<file path="config.mk">
export PLATFORM = sky130hd
export DESIGN_NAME = pipeline_ctrl
export DESIGN_NICKNAME = d
export VERILOG_FILES = /design/src/rtl/pipeline_ctrl.sv
export SDC_FILE = /design/constraint.sdc
export NUM_CORES = 1
export LEC_CHECK = 0
export ABC_AREA = 1
export BUFFER_PORTS_ARGS = -buffer_cell sky130_fd_sc_hd__buf_2
export CAP_MARGIN = 20
export CORE_UTILIZATION = 47
export DETAILED_ROUTE_END_ITERATION = 10
export PLACE_DENSITY_LB_ADDON = 0.25
export RECOVER_POWER = 25
export SKIP_CTS_REPAIR_TIMING = 1
export SYNTH_ARGS = -nofsm -noshare
export SYNTH_HDL_FRONTEND = slang
export SYNTH_SLANG_ARGS = --single-unit
</file>
<file path="constraint.sdc">
create_clock -name clk -period 2.1 [get_ports clk]
set_input_delay 0.525 -clock clk [delete_from_list [all_inputs] [get_ports clk]]
set_output_delay 0.525 -clock clk [all_outputs]
set_load 0.05 [all_outputs]
</file>
<file path="src/rtl/pipeline_ctrl.sv">
// Hazard/flush controller: stall level, jump flush vector, fetch redirect.
// Optional perf counters are built when PIPE_PERF_CNT_EN is defined.
`ifndef StallLevelLen
`define StallLevelLen 2
`endif
`ifndef JumpInfoLen
`define JumpInfoLen 4
`endif
`ifndef RAMAddrLen
`define RAMAddrLen 32
`endif
`ifndef Stall_Null
`define Stall_Null 2'd0
`define Stall_Decode 2'd1
`define Stall_Issue 2'd2
`define Stall_All 2'd3
`endif
`ifndef Jump_ID
`define Jump_ID 0
`define Jump_EX 1
`endif

module pipeline_ctrl (
  input  logic                      clk,
  input  logic                      rst,
  input  logic                      rdy,
  input  logic                      if_stall_req,
  input  logic                      id_load_use,
  input  logic                      mem_stall_req,
  input  logic                      id_jump_req,
  input  logic [`RAMAddrLen-1:0]    id_jump_target,
  input  logic                      ex_jump_req,
  input  logic [`RAMAddrLen-1:0]    ex_jump_target,
  output logic [`StallLevelLen-1:0] stall_command,
  output logic [`JumpInfoLen-1:0]   jp,
  output logic                      redirect_valid,
  output logic [`RAMAddrLen-1:0]    redirect_pc,
  output logic [31:0]               perf_stall_cycles,
  output logic [31:0]               perf_flush_count
);

  typedef enum logic {
    LU_IDLE,
    LU_BUBBLE
  } lu_state_e;

  lu_state_e lu_q, lu_d;

  logic                   pend_v_q, pend_v_d;
  logic                   pend_ex_q, pend_ex_d;
  logic [`RAMAddrLen-1:0] pend_tgt_q, pend_tgt_d;

  logic                     lu_fire;
  logic                     ex_redir;
  logic                     stall_all;
  logic [`StallLevelLen-1:0] jump_stall;

  assign stall_all  = rdy & mem_stall_req;
  assign jump_stall = if_stall_req ? `Stall_Decode : `Stall_Null;

  always_comb begin
    stall_command  = `Stall_Null;
    jp             = '0;
    redirect_valid = 1'b0;
    redirect_pc    = '0;
    lu_fire        = 1'b0;
    ex_redir       = 1'b0;
    if (rst) begin
      stall_command = `Stall_Null;
    end else if (!rdy || mem_stall_req) begin
      stall_command = `Stall_All;
    end else if (pend_v_q && (pend_ex_q || !ex_jump_req)) begin
      // a pending ID replay yields to a live EX jump
      if (pend_ex_q) jp[`Jump_EX] = 1'b1;
      else           jp[`Jump_ID] = 1'b1;
      redirect_valid = 1'b1;
      redirect_pc    = pend_tgt_q;
      stall_command  = jump_stall;
      ex_redir       = pend_ex_q;
    end else if (ex_jump_req) begin
      jp[`Jump_EX]   = 1'b1;
      redirect_valid = 1'b1;
      redirect_pc    = ex_jump_target;
      stall_command  = jump_stall;
      ex_redir       = 1'b1;
    end else if (id_jump_req) begin
      jp[`Jump_ID]   = 1'b1;
      redirect_valid = 1'b1;
      redirect_pc    = id_jump_target;
      stall_command  = jump_stall;
    end else if (lu_q == LU_IDLE && id_load_use) begin
      stall_command = `Stall_Issue;
      lu_fire       = 1'b1;
    end else if (if_stall_req) begin
      stall_command = `Stall_Decode;
    end
  end

  always_comb begin
    pend_v_d   = pend_v_q;
    pend_ex_d  = pend_ex_q;
    pend_tgt_d = pend_tgt_q;
    if (stall_all) begin
      if (ex_jump_req) begin
        pend_v_d   = 1'b1;
        pend_ex_d  = 1'b1;
        pend_tgt_d = ex_jump_target;
      end else if (id_jump_req && !(pend_v_q && pend_ex_q)) begin
        pend_v_d   = 1'b1;
        pend_ex_d  = 1'b0;
        pend_tgt_d = id_jump_target;
      end
    end else begin
      pend_v_d = 1'b0;
    end
  end

  always_comb begin
    lu_d = lu_q;
    unique case (lu_q)
      LU_IDLE:   if (lu_fire) lu_d = LU_BUBBLE;
      LU_BUBBLE: if (!stall_all) lu_d = LU_IDLE;
      default:   lu_d = LU_IDLE;
    endcase
    if (ex_redir) lu_d = LU_IDLE;
  end

  always_ff @(posedge clk) begin
    if (rst) begin
      lu_q       <= LU_IDLE;
      pend_v_q   <= 1'b0;
      pend_ex_q  <= 1'b0;
      pend_tgt_q <= '0;
    end else if (rdy) begin
      lu_q       <= lu_d;
      pend_v_q   <= pend_v_d;
      pend_ex_q  <= pend_ex_d;
      pend_tgt_q <= pend_tgt_d;
    end
  end

`ifdef PIPE_PERF_CNT_EN
  logic [31:0] stall_cnt_q, stall_cnt_d;
  logic [31:0] flush_cnt_q, flush_cnt_d;

  always_comb begin
    stall_cnt_d = stall_cnt_q;
    flush_cnt_d = flush_cnt_q;
    if (stall_all && stall_cnt_q != 32'hFFFF_FFFF)
      stall_cnt_d = stall_cnt_q + 32'd1;
    if (redirect_valid && flush_cnt_q != 32'hFFFF_FFFF)
      flush_cnt_d = flush_cnt_q + 32'd1;
  end

  always_ff @(posedge clk) begin
    if (rst) begin
      stall_cnt_q <= '0;
      flush_cnt_q <= '0;
    end else begin
      stall_cnt_q <= stall_cnt_d;
      flush_cnt_q <= flush_cnt_d;
    end
  end

  assign perf_stall_cycles = stall_cnt_q;
  assign perf_flush_count  = flush_cnt_q;
`else
  assign perf_stall_cycles = 32'd0;
  assign perf_flush_count  = 32'd0;
`endif

endmodule

</file>
==> flow_summary_export.csv, run 1 <==
group,metric,value,unit
cts,h-tree-depth,2,
routing,dr.pass1.iters,6,
global_route,grt_max_degree,55,
power_and_ir_drop,power_density,486,mW/mm2
floorplan,die_x,87.7,um
cts,clk_pin_slew,0.07,ns
setup_path,worst-setup-path-type,"flop to primary output",
synthesis,synth.ff_latch_count,35,
setup_path,r2r-start,"pend_v_q",
floorplan,row_count,30,
timing,hold_viol,0,
routing,ant_nets,0,
setup_path,crit_path_end,"redirect_pc[5]",
synthesis,yosys.area.top_type,"nand2_1",
global_route,gr-usage-all-layers,0.222,
synthesis,ys_types,17,
cts,cts_sinks,35,
global_route,grt_pass1_wl,14000,um
final_layout,antenna_cells,0,
routing,vias_per_cell,4.68,
floorplan,core,0.00694,mm2
synthesis,ys_seq_area_frac,0.203,
routing,vias,3862,
placed_design,io_buffers,108,
flow_run,maxCapViolCount,0,
floorplan,die_h,87.7,um
final_layout,nNetsFinal,800,
routing,post_drt_wl_per_cell,11.0,um
power_and_ir_drop,ir_drop,337,uV
cts,clk_latency,0.28,ns
setup_path,cp-start-kind,"flop",
synthesis,synth_area_leaders,"nand2_1 22%, dfxtp_1 20%, buf_4 15%",
run_status,status,"complete, but fails checks",
timing,rsz0062_at_grt,"true",
floorplan,start_util,0.497,
synthesis,syn_area_per_cell,5.51,um2
synthesis,syn_inst,626,
setup_path,r2r_slack,0.81,ns
synthesis,synthesis.area,0.00345,mm2
global_route,grt_pass1_vias,3228,
synthesis,synth.most_common_cell,"nand2_1",
timing,fin_ws,-0.0223,ns
cts,clock-root-buffer,"clkbuf_8",
timing,min_period,2.12,ns
run_status,violations,"negative setup slack",
power_and_ir_drop,leakage,2.40,nW
final_layout,post_route_cells_drive_above_1_share,0.224,
timing,setup_tns,-0.0223,ns
final_layout,areaGrowthSynthToFinish,22.9,%
setup_path,rr_endpoint,"pend_tgt_q[24]",
setup_path,crit_start,"pend_ex_q",
cts,clockBufferDepth,2,
floorplan,io_pins,175,
synthesis,yosys.area.top_type_share,0.224,
routing,drc,0,
routing,drt_iter0_drc,173,
setup_path,worstSetupEndpointType,"primary output",
synthesis,synth_edf_count,0,
global_route,antenna_found_initial,0,
setup_path,cp_max_fo,18,
global_route,grt-ovfl-total,0,
timing,finClkSkew,0.00410,ns
synthesis,synthTopCellsByCount,"206 x nand2_1, 70 x buf_4, 68 x inv_1, 67 x a21oi_1, 65 x nand3_1",
power_and_ir_drop,total_power,2.06,mW
synthesis,synth-warning-count,0,
timing,fmax,471,MHz
placed_design,place_hpwl,6410,um
setup_path,critPathArrivalTime,1.60,ns
synthesis,synth_async_sr_flop_share,0,
routing,finalWirelength,9080,um
timing,slew_violations,0,
hold_path,hold_class,"primary input to flop",
cts,tritoncts,"done",
setup_path,ff2ff_path_depth,6,
floorplan,dieArea,0.00769,mm2
cts,cts_buffers,5,
timing,fin_crit_sh,1.01,
setup_path,worstPathRequired,1.57,ns
timing,setup_viol,1,
placed_design,place.gp.congestion,0.786,
synthesis,synth_top_flop_cell,"dfxtp_1",
## kinds of logic after synthesis
group,Yosys count,share of synthesized area
other cells,1,0.00109
compound gates,98,0.142
flops,35,0.203
simple gates,314,0.366
buf+inv,178,0.288
## power breakdown
part / total (mW) / internal, mW / switching, mW / leakage, nW
logic: 0.861 / 0.243 / 0.618 / 2.07
registers: 0.731 / 0.707 / 0.0242 / 0.288
clock network: 0.468 / 0.233 / 0.235 / 0.0422
total: 2.06 / 1.18 / 0.878 / 2.40
## state kept, by name, summed over array words and instances (netlist names)
signal / count
lu_q: 1
pend_ex_q: 1
pend_v_q: 1
pend_tgt_q: 32
## worst max-delay path, stage by stage, from the launching register on
cell     delay [ns]
dfxtp_4        0.37
inv_1          0.06
nand2_2        0.07
nand2_4        0.08
inv_4          0.08
buf_12         0.15
nand2_1        0.08
a21oi_1        0.19
buf_4          0.23
## area by class of cell
cell class	instances	area, um2
tap	96	120
fill	721	2700
multi-input combinational	478	2070
inverter	71	269
sequential	35	704
clock inverter	1	5.00
timing repair buffer	137	993
clock buffer	7	76.3
## worst min-delay path by stage
stage / from / endpoint / slack (ns) / cells past startpoint
after floorplan: lu_q / lu_q / 0.44 / 2
after global placement: lu_q / lu_q / 0.45 / 2
after detailed placement: pend_tgt_q[3] / pend_tgt_q[3] / 0.47 / 2
after CTS: rst / pend_v_q / 0.46 / 2
after global routing: rst / pend_v_q / 0.46 / 2
final: rst / pend_ex_q / 0.46 / 2
## metal layers
| layer | up-vias | share of wire | wire length [um] | track usage |
|---|---|---|---|---|
| li1 | 2009 | - | - | - |
| met1 | 1711 | 0.44 | 4000 | 0.279 |
| met2 | 138 | 0.50 | 4580 | 0.404 |
| met3 | 4 | 0.048 | 434 | 0.0283 |
| met4 | 0 | 0.0072 | 65 | 0.0492 |
| met5 | - | 0 | 0 | 0 |
## metrics by stage
step | util | area (um2) | cells | hold slack (ns) | setup WS [ns]
6_report | 0.611 | 4240 | 825 | 0.458 | -0.0223
5_1_grt | 0.611 | 4240 | 825 | 0.460 | -0.0907
4_1_cts | 0.573 | 3980 | 823 | 0.458 | -0.119
3_5_place_dp | 0.561 | 3900 | 815 | 0.468 | -0.115
3_3_place_gp | 0.561 | 3900 | 815 | 0.453 | -0.0514
2_1_floorplan | - | 3700 | 691 | 0.439 | -0.279
## cells in the final DEF, fill, tap and decap left out
master,netlist,routed
o21ai_0,25,24
inv_1,68,68
nand2_4,0,2
conb_1,1,66
nor2_4,0,1
buf_4,70,42
buf_2,26,73
clkbuf_1,7,2
nor3_2,0,1
nand3_2,0,1
dfxtp_4,0,1
nand3_1,65,64
nand2_2,0,2
a21oi_2,0,9
clkbuf_8,0,5
dfxtp_1,35,34
o21ai_1,6,7
nand2_1,206,202
nor2_1,41,40
clkbuf_16,0,2
inv_2,2,1
inv_4,0,1
buf_6,4,6
buf_12,0,6
clkbuf_4,0,6
a21oi_1,67,58
buf_8,0,2
nor2_2,1,1
clkinv_2,0,1
clkinv_1,1,1
Note: power is estimated with default switching activity, not from simulation.
==> run 2, diff against run 1 <==
- CTS_BUF_LIST: not set -> sky130_fd_sc_hd__clkbuf_16
- HOLD_SLACK_MARGIN: not set -> 0.1
==> run 2 against run 1 <==
Compared with the run above: the run still ends with negative setup slack left; global-route usage grew 0.43 points; final area grew 1.7%; power increased by 11%; fmax grew 0.46%; combinational power up 0.7%; die area unchanged; worst setup slack better by 0.0097 ns; final cell count is 0.12% higher; critical path type unchanged; non-clock buffer count rose by 1; first-iteration DRC count is 4.0% higher; highest routed layer unchanged; largest cell class unchanged.
==> flow_summary_export.csv, run 2 (synthesis results as in run 1) <==
group,metric,value,unit
timing,fin_ws,-0.0126,ns
final_layout,nNetsFinal,801,
global_route,grt_pass1_vias,3240,
routing,finalWirelength,9190,um
routing,vias,3913,
setup_path,worstSetupEndpointType,"primary output",
run_status,violations,"negative setup slack",
floorplan,row_count,30,
setup_path,ff2ff_path_depth,5,
floorplan,die_x,87.7,um
power_and_ir_drop,p_int,1.38,mW
final_layout,antenna_cells,0,
setup_path,critPathArrivalTime,1.59,ns
setup_path,r2r-start,"pend_v_q",
cts,clk_pin_slew,0.05,ns
placed_design,dpl_cell_area,0.00390,mm2
setup_path,cp-start-kind,"flop",
placed_design,place_hpwl,6410,um
placed_design,place.gp.congestion,0.786,
floorplan,die_h,87.7,um
final_layout,largest_reg_flops,32,
power_and_ir_drop,switching_power,0.914,mW
routing,dr.pass1.iters,4,
final_layout,final_common_cell,"nand2_1",
cts,clockBufferDepth,2,
floorplan,core,0.00694,mm2
cts,cts_buffers,5,
power_and_ir_drop,power_density,533,mW/mm2
routing,ant_nets,0,
power_and_ir_drop,seqPwrFrac,0.319,
setup_path,cp_max_fo,18,
setup_path,rr_endpoint,"pend_tgt_q[24]",
global_route,gr-usage-all-layers,0.227,
cts,h-tree-depth,2,
routing,drc,0,
setup_path,worst-setup-path-type,"flop to primary output",
global_route,antenna_found_initial,0,
power_and_ir_drop,total_power,2.30,mW
power_and_ir_drop,combPwrFrac,0.377,
run_status,status,"complete, but fails checks",
setup_path,slowest_stage,"dfxtp_4",
cts,clock-root-buffer,"clkbuf_16",
final_layout,fin_area,0.00431,mm2
hold_path,hold_class,"primary input to flop",
final_layout,largest_register,"pend_tgt_q",
routing,drt_iter0_drc,180,
timing,fin_crit_sh,1.01,
power_and_ir_drop,leakage,2.44,nW
setup_path,r2r_slack,0.81,ns
cts,tritoncts,"done",
timing,fmax,473,MHz
setup_path,max_stage_delay,0.36,ns
routing,vias_per_cell,4.74,
floorplan,io_pins,175,
hold_path,hold_depth,2,
cts,cts_sinks,35,
placed_design,io_buffers,108,
power_and_ir_drop,p_sw_frac,0.398,
final_layout,layout_common_cells,"203 x nand2_1, 73 x buf_2, 70 x inv_1",
cts,clk_latency,0.28,ns
floorplan,dieArea,0.00769,mm2
setup_path,worstPathRequired,1.57,ns
global_route,grt-ovfl-total,0,
timing,rsz0062_at_grt,"true",
floorplan,start_util,0.497,
placed_design,dp_cells,815,
timing,hold_viol,0,
power_and_ir_drop,clkPwrFrac,0.304,
routing,post_drt_wl_per_cell,11.1,um
setup_path,crit_path_cell_trace,"inv_1 -> nand2_2 -> nand2_4 -> inv_4 -> buf_12 -> nand2_1 -> a21oi_1 -> buf_4",
hold_path,hold_start,"rst",
timing,slew_violations,0,
final_layout,final.fill_count,705,
final_layout,areaGrowthSynthToFinish,24.9,%
global_route,grt_max_degree,55,
timing,min_period,2.11,ns
power_and_ir_drop,ir_drop,305,uV
timing,setup_viol,1,
global_route,grt_pass1_wl,14100,um
final_layout,final_cells,826,
final_layout,post_route_cells_drive_above_1_share,0.222,
timing,finClkSkew,0.00536,ns
hold_path,holdPathEnd,"pend_ex_q",
flow_run,maxCapViolCount,0,
timing,whs,0.463,ns
## run 2: changes by cell type in the layout (fill, tap and decap cells not counted), moves of 2 or more
cell	change
clkbuf_16	+6
clkbuf_8	-5
o21ai_0	-3
o21ai_1	+3
clkbuf_1	-2
inv_1	+2
## run 2: layout make-up
| type | count | area, um2 | share of cell area |
|---|---|---|---|
| multi-input combinational | 478 | 2070 | 0.479 |
| sequential | 35 | 704 | 0.163 |
| tap | 96 | 120 | 0.0279 |
| timing repair buffer | 138 | 1010 | 0.235 |
| clock buffer | 5 | 125 | 0.0290 |
| clock inverter | 3 | 12.5 | 0.00290 |
| inverter | 71 | 269 | 0.0624 |
## run 2: per-layer routing
metal | vias up | global-route usage | routed length (um)
met2 | 149 | 0.409 | 4750
met1 | 1739 | 0.278 | 3890
li1 | 2015 | - | -
met3 | 10 | 0.0424 | 473
met5 | - | 0 | 0
met4 | 0 | 0.0492 | 82
## run 2: worst max-delay path by stage
stage / from / end / slack [ns] / depth (start not counted)
global placement: ex_jump_req / redirect_pc[31] / -0.05 / 6
CTS: ex_jump_req / redirect_pc[3] / -0.12 / 7
global route: pend_ex_q / redirect_pc[5] / -0.07 / 8
finish: pend_ex_q / redirect_pc[5] / -0.01 / 8
detailed placement: ex_jump_req / redirect_pc[3] / -0.12 / 7
floorplan: rdy / redirect_pc[13] / -0.28 / 5
## run 2: metrics by stage
step | utilization | worst slack, ns | TNS [ns]
floorplan | - | -0.279 | -8.89
global placement | 0.561 | -0.0514 | -0.731
detailed placement | 0.561 | -0.115 | -1.91
CTS | 0.581 | -0.119 | -2.24
global route | 0.621 | -0.0742 | -0.462
finish | 0.621 | -0.0126 | -0.0126
## run 2: power by group through the flow
| stage | Combinational (mW) | Sequential [mW] | Clock, mW |
|---|---|---|---|
| 6_report | 0.867 | 0.732 | 0.698 |
| 4_1_cts | 0.811 | 0.731 | 0.709 |
| 3_3_place_gp | 0.797 | 0.742 | 0 |
| 3_5_place_dp | 0.810 | 0.744 | 0 |
| 5_1_grt | 0.950 | 0.736 | 0.748 |
| 2_1_floorplan | 0.734 | 0.739 | 0 |
## run 2: critical path, delay by kind of cell, from the launching register on
family          cells  cell delay (ns)
compound gates      1             0.19
buf+inv             4             0.51
flops               1             0.36
simple gates        3             0.24
==> run 3, diff against run 2 <==
- ABC_AREA: 1 -> not set
- CORE_UTILIZATION: 47 -> 43
==> run 3 against run 2 <==
Compared with the run above: the flow still finishes with violations (negative setup slack); first-iteration DRC count shrank 32%; hold slack gained 0.027 ns; clock power shrank 2%; flip-flop and latch count is the same; worst setup slack lost 0.33 ns; fmax shrank 14%; clock-buffer cell count is the same; power grew 0.97%; critical path depth shrank 1; via count shrank 33%; sequential power grew 3.3%; combinational power grew 1%; highest routed layer unchanged.
==> flow_summary_export.csv, run 3 <==
group,metric,value,unit
global_route,gr-usage-all-layers,0.219,
cts,clk_pin_slew,0.05,ns
setup_path,crit_start,"mem_stall_req",
floorplan,die_h,80.4,um
cts,h-tree-depth,2,
routing,finalWirelength,7840,um
timing,setup_viol,34,
run_status,status,"complete, but fails checks",
global_route,grt_max_degree,39,
final_layout,post_route_cells_drive_above_1_share,0.479,
timing,rsz0062_at_grt,"true",
synthesis,synth.most_common_cell,"buf_4",
setup_path,worstPathRequired,1.57,ns
synthesis,synthesis.area,0.00265,mm2
setup_path,crit_path_cell_trace,"buf_6 -> or3b_4 -> nor3b_4 -> buf_6 -> clkbuf_16 -> o2bb2ai_4 -> buf_6",
synthesis,syn_inst,304,
final_layout,final.fill_count,400,
power_and_ir_drop,power_density,515,mW/mm2
synthesis,synth_async_sr_flop_share,0,
setup_path,r2r-start,"pend_ex_q",
placed_design,place.gp.congestion,0.750,
timing,setup_tns,-9.79,ns
timing,min_period,2.44,ns
hold_path,hold_class,"flop to flop",
setup_path,rr_endpoint,"pend_tgt_q[8]",
cts,cts_sinks,35,
power_and_ir_drop,leakage,1.98,nW
cts,clock-root-buffer,"clkbuf_16",
global_route,grt_pass1_vias,2315,
global_route,gr-usage-met1,0.269,
global_route,grtUsageMet3,0.0398,
timing,finClkSkew,0.00622,ns
floorplan,row_count,28,
final_layout,largest_reg_flops,32,
floorplan,die_x,80.4,um
setup_path,cp_max_fo,8,
timing,hold_viol,0,
setup_path,ff2ff_path_depth,5,
floorplan,core,0.00592,mm2
final_layout,fin_util,0.760,
global_route,met2_usage,0.398,
synthesis,yosys.area.top_type,"dfxtp_1",
global_route,top_usage_layer,"met2",
placed_design,place_hpwl,5260,um
power_and_ir_drop,combPwrFrac,0.379,
routing,drt_iter0_drc,123,
setup_path,worstSetupEndpointType,"primary output",
routing,post_drt_wl_per_cell,15.0,um
synthesis,synth_edf_count,0,
routing,drc,0,
synthesis,yosys.area.top_type_share,0.265,
final_layout,antenna_cells,0,
synthesis,synth_area_leaders,"dfxtp_1 26%, buf_4 19%, mux2i_1 12%",
setup_path,max_stage_delay,0.42,ns
setup_path,cp_common_cell,"buf_6",
timing,fmax,409,MHz
routing,dr.pass1.iters,4,
global_route,antenna_found_initial,0,
timing,fin_ws,-0.344,ns
setup_path,cp-start-kind,"primary input",
power_and_ir_drop,clkPwrFrac,0.295,
cts,cts_buffers,5,
final_layout,areaGrowthSynthToFinish,70.2,%
placed_design,io_buffers,108,
cts,clk_latency,0.27,ns
global_route,grt-ovfl-total,0,
synthesis,synthTopCellsByCount,"67 x buf_4, 36 x a21oi_1, 35 x dfxtp_1, 31 x mux2i_1",
setup_path,slowest_stage,"or3b_4",
power_and_ir_drop,ir_drop,409,uV
synthesis,synth-warning-count,0,
timing,fin_crit_sh,1.16,
synthesis,synth_top_flop_cell,"dfxtp_1",
setup_path,worst-setup-path-type,"primary input to primary output",
global_route,grt_pass1_wl,11000,um
cts,tritoncts,"done",
flow_run,maxCapViolCount,0,
run_status,violations,"negative setup slack",
power_and_ir_drop,p_int,1.43,mW
timing,whs,0.490,ns
final_layout,largest_register,"pend_tgt_q",
synthesis,syn_area_per_cell,8.70,um2
setup_path,critPathArrivalTime,1.92,ns
floorplan,start_util,0.447,
power_and_ir_drop,seqPwrFrac,0.326,
synthesis,ys_seq_area_frac,0.265,
setup_path,r2r_slack,0.59,ns
final_layout,nNetsFinal,518,
final_layout,layout_common_cells,"70 x buf_2, 66 x conb_1, 45 x buf_4",
routing,ant_nets,0,
final_layout,final_common_cell,"buf_2",
power_and_ir_drop,p_sw_frac,0.385,
routing,vias_per_cell,5.04,
synthesis,synth.ff_latch_count,35,
setup_path,crit_path_end,"redirect_pc[18]",
floorplan,dieArea,0.00647,mm2
routing,vias,2633,
cts,clockBufferDepth,2,
power_and_ir_drop,switching_power,0.892,mW
synthesis,ys_types,37,
timing,slew_violations,0,
floorplan,io_pins,175,
## run 3: cell type report
class                   count  area (um2)  area share
inverters                   3        11.3     0.00250
repair buffers            165        1380       0.307
multi-input cells         236        2180       0.484
clock buffers               5         125      0.0278
well taps                  75        93.8      0.0209
clock inverters             3        11.3     0.00250
flip-flops and latches     35         701       0.156
## run 3: per-stage QoR
step / power [mW] / worst slack, ns / std cells / area, um2
floorplan: 1.45 / -0.223 / 369 / 3480
global placement: 1.56 / -0.496 / 510 / 3910
detailed placement: 1.58 / -0.516 / 510 / 3910
CTS: 2.26 / -0.526 / 518 / 4050
global route: 2.42 / -0.375 / 522 / 4500
finish: 2.32 / -0.344 / 522 / 4500
## run 3: routing by layer
metal | up-vias | wire length [um]
li1 | 1272 | -
met1 | 1236 | 3150
met2 | 119 | 4160
met3 | 6 | 476
met4 | 0 | 54
met5 | - | 0
## run 3: power groups by stage
stage / clock, mW / combinational [mW] / sequential [mW]
2_1_floorplan: 0 / 0.690 / 0.758
3_3_place_gp: 0 / 0.794 / 0.767
3_5_place_dp: 0 / 0.810 / 0.767
4_1_cts: 0.694 / 0.812 / 0.754
5_1_grt: 0.729 / 0.933 / 0.760
6_report: 0.684 / 0.878 / 0.756
## run 3: worst min path at each step
stage	start	end	slack, ns	cells past startpoint
after floorplan	lu_q	lu_q	0.46	2
after global placement	lu_q	lu_q	0.47	2
after detailed placement	lu_q	lu_q	0.48	2
after CTS	lu_q	lu_q	0.49	2
after global routing	lu_q	lu_q	0.50	2
final	lu_q	lu_q	0.49	2
## run 3: worst max-delay path, delay by kind of cell
| kind | cells | cell delay (ns) |
|---|---|---|
| and+or+nand+nor | 2 | 0.63 |
| buffers and inverters | 4 | 0.63 |
| AOI/OAI and AO/OA | 1 | 0.13 |
## run 3: kinds of logic after synthesis
family / after synthesis / synth area share
compound gates: 109 / 0.294
buf+inv: 98 / 0.251
flops: 35 / 0.265
mux: 31 / 0.117
other cells: 1 / 0.00142
simple gates: 30 / 0.0719
